File: config.mk
export PLATFORM = sky130hd
export DESIGN_NAME = regfile_wport_arbiter
export DESIGN_NICKNAME = d
export VERILOG_FILES = /design/src/rtl/regfile_wport_arbiter_pkg.sv /design/src/rtl/regfile_wq.sv /design/src/rtl/regfile_wport_arbiter.sv
export SDC_FILE = /design/constraint.sdc
export NUM_CORES = 1
export LEC_CHECK = 0
export ABC_AREA = 1
export CAP_MARGIN = 20
export CORE_UTILIZATION = 55
export DETAILED_ROUTE_END_ITERATION = 6
export DONT_BUFFER_PORTS = 1
export MAX_ROUTING_LAYER = met4
export PLACE_DENSITY = 0.76
export REMOVE_ABC_BUFFERS = 1
export SYNTH_ARGS = -nofsm -noshare
export SYNTH_HDL_FRONTEND = slang
export SYNTH_SLANG_ARGS = --single-unit
File: constraint.sdc
create_clock -name clk -period 5.08 [get_ports clk]
set_clock_uncertainty 0.15 [all_clocks]
set_input_delay 1.016 -clock clk [delete_from_list [all_inputs] [get_ports clk]]
set_output_delay 1.016 -clock clk [all_outputs]
set_load 0.02 [all_outputs]
File: src/rtl/regfile_wport_arbiter_pkg.sv
// Shared types for the regfile write-port arbiter and its deferred-write queue.
// Falls back to the classic 5-bit/32-bit buses when the shared defines are absent.
`ifndef RegAddrBus
`define RegAddrBus 4:0
`endif
`ifndef RegBus
`define RegBus 31:0
`endif
`ifndef ZeroWord
`define ZeroWord 32'h00000000
`endif

package regfile_wport_arbiter_pkg;

  typedef logic [`RegAddrBus] reg_addr_t;
  typedef logic [`RegBus]     reg_data_t;

  localparam int unsigned ADDR_W = $bits(reg_addr_t);
  localparam int unsigned DATA_W = $bits(reg_data_t);

  typedef struct packed {
    logic [ADDR_W-1:0] addr;
    logic [DATA_W-1:0] data;
  } wq_entry_t;

endpackage

File: src/rtl/regfile_wq.sv
// Deferred-write ring queue: storage, pointers, valid bits and address compares.
// Killed entries leave invalid holes that are reclaimed silently when they reach the head.
module regfile_wq
  import regfile_wport_arbiter_pkg::*;
#(
  parameter int unsigned DEPTH = 2
) (
  input  logic                         clk,
  input  logic                         rst,
  input  logic                         push,
  input  wq_entry_t                    push_entry,
  input  logic                         pop,
  input  logic                         kill,
  input  reg_addr_t                    kill_addr,
  input  reg_addr_t                    cmp_addr1,
  input  reg_addr_t                    cmp_addr2,
  output logic                         head_valid,
  output wq_entry_t                    head_entry,
  output logic [$clog2(DEPTH+1)-1:0]   count,
  output logic                         full,
  output logic                         hit1,
  output logic                         hit2
);

  localparam int unsigned PTR_W = $clog2(DEPTH);
  localparam int unsigned CNT_W = $clog2(DEPTH + 1);

  wq_entry_t          mem [DEPTH];
  logic [DEPTH-1:0]   valid;
  logic [PTR_W:0]     rptr;
  logic [PTR_W:0]     wptr;
  logic [PTR_W:0]     occ;
  logic [PTR_W-1:0]   ridx;
  logic [PTR_W-1:0]   widx;
  logic               reclaim;
  logic               advance;
  logic [DEPTH-1:0]   kill_vec;
  logic [DEPTH-1:0]   match1;
  logic [DEPTH-1:0]   match2;

  // Extra pointer bit separates a full ring from an empty one.
  assign ridx       = rptr[PTR_W-1:0];
  assign widx       = wptr[PTR_W-1:0];
  assign occ        = wptr - rptr;
  assign full       = (occ == (PTR_W+1)'(DEPTH));
  assign head_valid = (occ != '0) && valid[ridx];
  assign head_entry = mem[ridx];
  assign reclaim    = (occ != '0) && !valid[ridx];
  assign advance    = (pop && head_valid) || reclaim;

  always_comb begin
    kill_vec = '0;
    match1   = '0;
    match2   = '0;
    count    = '0;
    for (int i = 0; i < DEPTH; i++) begin
      kill_vec[i] = kill && valid[i] && (mem[i].addr == kill_addr);
      match1[i]   = valid[i] && (mem[i].addr == cmp_addr1);
      match2[i]   = valid[i] && (mem[i].addr == cmp_addr2);
      count       = count + CNT_W'(valid[i]);
    end
  end

  assign hit1 = |match1;
  assign hit2 = |match2;

  always_ff @(posedge clk or negedge rst) begin
    if (!rst) begin
      rptr  <= '0;
      wptr  <= '0;
      valid <= '0;
    end else begin
      if (advance) rptr <= rptr + (PTR_W+1)'(1);
      if (push)    wptr <= wptr + (PTR_W+1)'(1);
      for (int i = 0; i < DEPTH; i++) begin
        if (kill_vec[i] || (advance && (ridx == PTR_W'(i)))) valid[i] <= 1'b0;
        if (push && (widx == PTR_W'(i)))                     valid[i] <= 1'b1;
      end
    end
  end

  // Payload storage needs no reset; valid bits gate every use of it.
  always_ff @(posedge clk) begin
    if (push) mem[widx] <= push_entry;
  end

endmodule

File: src/rtl/regfile_wport_arbiter.sv
// Arbitrates the single regfile write port between pipeline write-back and a
// multi-cycle unit; optional same-cycle bypass under RF_ARB_BYPASS_EN.
module regfile_wport_arbiter
  import regfile_wport_arbiter_pkg::*;
#(
  parameter int unsigned DEPTH        = 2,
  parameter int unsigned STARVE_LIMIT = 8
) (
  input  logic              clk,
  input  logic              rst,
  input  logic              wb_we,
  input  logic [`RegAddrBus] wb_waddr,
  input  logic [`RegBus]    wb_wdata,
  input  logic              mc_req,
  input  logic [`RegAddrBus] mc_waddr,
  input  logic [`RegBus]    mc_wdata,
  output logic              mc_ack,
  output logic              rf_we,
  output logic [`RegAddrBus] rf_waddr,
  output logic [`RegBus]    rf_wdata,
  input  logic              re1,
  input  logic [`RegAddrBus] raddr1,
  input  logic              re2,
  input  logic [`RegAddrBus] raddr2,
  output logic              stall_req
);

  localparam int unsigned CNT_W = $clog2(DEPTH + 1);
  localparam int unsigned AGE_W = $clog2(STARVE_LIMIT + 1);

  logic             wb_fire;
  logic             mc_take;
  logic             bypass;
  logic             push;
  logic             pop;
  logic             head_valid;
  logic             full;
  logic             hit1;
  logic             hit2;
  logic             hazard;
  logic             starve;
  wq_entry_t        push_entry;
  wq_entry_t        head_entry;
  logic [CNT_W-1:0] count;
  logic [AGE_W-1:0] age;

  // Capacity is judged before this cycle's pop, so a full queue never accepts.
  assign wb_fire    = rst && wb_we && (wb_waddr != '0);
  assign mc_ack     = rst && mc_req && (count < CNT_W'(DEPTH)) && !full;
  assign mc_take    = mc_ack && (mc_waddr != '0);
`ifdef RF_ARB_BYPASS_EN
  assign bypass     = mc_take && !wb_fire && (count == '0);
`else
  assign bypass     = 1'b0;
`endif
  assign push       = mc_take && !bypass;
  assign pop        = !wb_fire && head_valid;
  assign push_entry = '{addr: mc_waddr, data: mc_wdata};

  regfile_wq #(.DEPTH(DEPTH)) u_wq (
    .clk        (clk),
    .rst        (rst),
    .push       (push),
    .push_entry (push_entry),
    .pop        (pop),
    .kill       (wb_fire),
    .kill_addr  (wb_waddr),
    .cmp_addr1  (raddr1),
    .cmp_addr2  (raddr2),
    .head_valid (head_valid),
    .head_entry (head_entry),
    .count      (count),
    .full       (full),
    .hit1       (hit1),
    .hit2       (hit2)
  );

  always_comb begin
    rf_we    = 1'b0;
    rf_waddr = '0;
    rf_wdata = `ZeroWord;
    if (wb_fire) begin
      rf_we    = 1'b1;
      rf_waddr = wb_waddr;
      rf_wdata = wb_wdata;
    end else if (pop) begin
      rf_we    = 1'b1;
      rf_waddr = head_entry.addr;
      rf_wdata = head_entry.data;
    end else if (bypass) begin
      rf_we    = 1'b1;
      rf_waddr = mc_waddr;
      rf_wdata = mc_wdata;
    end
  end

  // Head age: how long the oldest live entry has been locked out by WB traffic.
  always_ff @(posedge clk or negedge rst) begin
    if (!rst) begin
      age <= '0;
    end else if (pop || !head_valid) begin
      age <= '0;
    end else if (age != AGE_W'(STARVE_LIMIT)) begin
      age <= age + AGE_W'(1);
    end
  end

  assign starve    = (age == AGE_W'(STARVE_LIMIT));
  assign hazard    = (re1 && (raddr1 != '0) && hit1) || (re2 && (raddr2 != '0) && hit2);
  assign stall_req = rst && (hazard || starve);

endmodule

==> impl_metrics.ini <==
[status]
status = finished clean

[place]
dpl-instance-area_um2 = 4380
port_buffers = 0
routabilityCongestion = 0.881
dp_cells = 530
dpl.hpwl_um = 6380

[pwr]
combPwrFrac_pct = 33.9
clkPwrFrac_pct = 23.1
power.density_nw_per_um2 = 489
leakagePower_nw = 1.92
power.share.switching_pct = 37.9
switching_power_uw = 852
seqPwrFrac_pct = 43.0
finalPower_mw = 2.25
ir_worst_vdd_mv = 0.286
p_int_mw = 1.39

[timing]
setup_tns_ns = 0
slew_headroom_pct = 49.8
slew_violations = 0
fmaxAchievable_ghz = 0.245
rsz0062_at_grt = no
fin_crit_ns = 4.08
hold_violations = 0
holdWs_ns = 0.194
period_share_pct = 80.4
setup_viol = 0
worst_slew_pin_slew_ns = 0.752

[clock_network]
tritoncts = built
cts_hold_buf = 0
clk_path_buf_depth = 2
cts_resized = 0
cts_buffers = 9
htreeDepth = 3
root_buffer = clkbuf_8
clk_latency_ns = 0.35
cts.sinks = 84
cts_setup_buffers = 0
clkTransAtPathRegs_ns = 0.10

[setup_path]
crit_fanout = 37
arrival_ns = 2.92
worstSetupPathType = reg2out
critPathLaunchType = register
worstPathRequired_ns = 3.91
cp-end-kind = output pin

[layout]
regArea_um2 = 2470
antennaDiodeCount = 0
final_cells = 546
multiInputGateArea_um2 = 1590
most-common-layout-cells = nand2_1, edfxtp_1, inv_1, or2_2, nor2_1
areaGrowthSynthToFinish_pct = 7.46
nets = 534
final_common_cell = nand2_1
drive_gt1_share_pct = 16.1
stdcell_area_um2 = 4600
num-fill-cells = 615

[die]
dieArea_um2 = 8140
coreArea_um2 = 7370
die_y_um = 90.2
placementRows = 31
initial_core_util_pct = 58.1
die_w_um = 90.2
io_pins = 130

[synth]
syn_area_per_cell_um2 = 9.70
syn_inst = 441
netlist_area_um2 = 4280
synth_edf_count = 74
ys_warn_count = 0
async_reset_ff_share_pct = 11.9
synth-main-ff-cell = edfxtp_1
yosysUniqueCellTypes = 28
ys_seq_area_share_pct = 57.8
ys_ff_latch = 84

[grt]
grt_overflow_total = 0
gr-usage-all-layers_pct = 22.9
grt_max_degree = 38
grt_pass1_wl_um = 13900
grt_pass1_vias = 2830
antenna_found_initial = 0

[routing]
first_pass_iters = 4
drt_iter0_drc = 110
wl_per_cell_um = 16.3
drc = 0
num_vias = 2966
drt.antenna.violating_nets = 0
drt-total-wl_um = 8900
viasPerCell = 5.43

[run]
max_cap_violations = 0

[min_path]
hold_class = in2async
==> power groups by stage <==
stage                     Combinational (mW)  Sequential (mW)  Clock (mW)
final                                  0.762            0.966       0.519
after global routing                   0.832            0.978       0.552
after CTS                              0.771            0.966       0.532
after detailed placement               0.766            0.981           0
after global placement                 0.745            0.978           0
after floorplan                        0.593            0.967           0
==> metal layers <==
layer	track usage [%]	share of wire [%]
met4	8.74	2.2
met2	37.0	49
met1	26.9	41
met5	-	0
met3	7.02	8.4
==> cells by family after synthesis <==
| kind of cell | Yosys count | share of synthesized area [%] |
|---|---|---|
| compound gates | 49 | 9.21 |
| simple gates | 244 | 25.0 |
| flops | 84 | 57.8 |
| fa+ha+maj | 2 | 0.585 |
| xor+xnor | 11 | 2.25 |
| buf+inv | 51 | 5.18 |
==> stage by stage <==
step | setup slack (ns) | utilization (%)
3_5_place_dp | 1.13 | 59.4
3_3_place_gp | 1.17 | 59.0
2_1_floorplan | 1.62 | -
4_1_cts | 0.967 | 62.4
6_report | 0.995 | 62.4
5_1_grt | 0.801 | 62.4
==> synth_stat cells (all sizes together), types with 3 or more instances <==
master / count / area (um^2)
nand3: 13 / 65.1
xnor2: 5 / 43.8
edfxtp: 74 / 2220
nor2: 24 / 109
buf: 7 / 52.5
nor3: 3 / 15.0
nand2: 165 / 629
o211ai: 32 / 305
a21oi: 3 / 18.8
inv: 37 / 139
o21ai: 14 / 70.1
xor2: 6 / 52.6
nand4: 6 / 37.5
clkbuf: 7 / 30.0
dfrtp: 10 / 250
or2: 32 / 200
==> flip-flops by register name, indices dropped and copies added (netlist names) <==
signal,cells
age,4
u_wq.mem,74
u_wq.rptr,2
u_wq.valid,2
u_wq.wptr,2
==> final timing paths <==
kind / depth (start not counted) / startpoint / to / slack, ns
worst min-delay path: 0 / rst / age[0] / 0.19
worst max register to register: 8 / u_wq.rptr[0] / u_wq.mem[0][34] / 1.55
max in group asynchronous: 0 / rst / u_wq.valid[0] / 4.49
worst max-delay path: 7 / u_wq.rptr[0] / rf_wdata[2] / 1.0
worst min register to register: 1 / u_wq.wptr[1] / u_wq.wptr[1] / 0.35
min in group clk: 1 / u_wq.wptr[1] / u_wq.wptr[1] / 0.35
==> cell type report <==
type | count | area share [%]
clock buffer | 10 | 2.78
multi-input combinational | 306 | 34.6
clock inverter | 6 | 2.07
inverter | 37 | 3.02
sequential | 84 | 53.8
tap | 99 | 2.69
timing repair buffer | 4 | 1.09
==> worst max-delay path: stages, from the launching register on <==
cell and delay, ns:
dfrtp_1 0.84, buf_4 0.36, xnor2_1 0.18, nand2b_4 0.14, nand2_4 0.08, nor2_8 0.50
o211ai_1 0.22, nand2_1 0.23
Note: power is estimated with default switching activity, not from simulation.
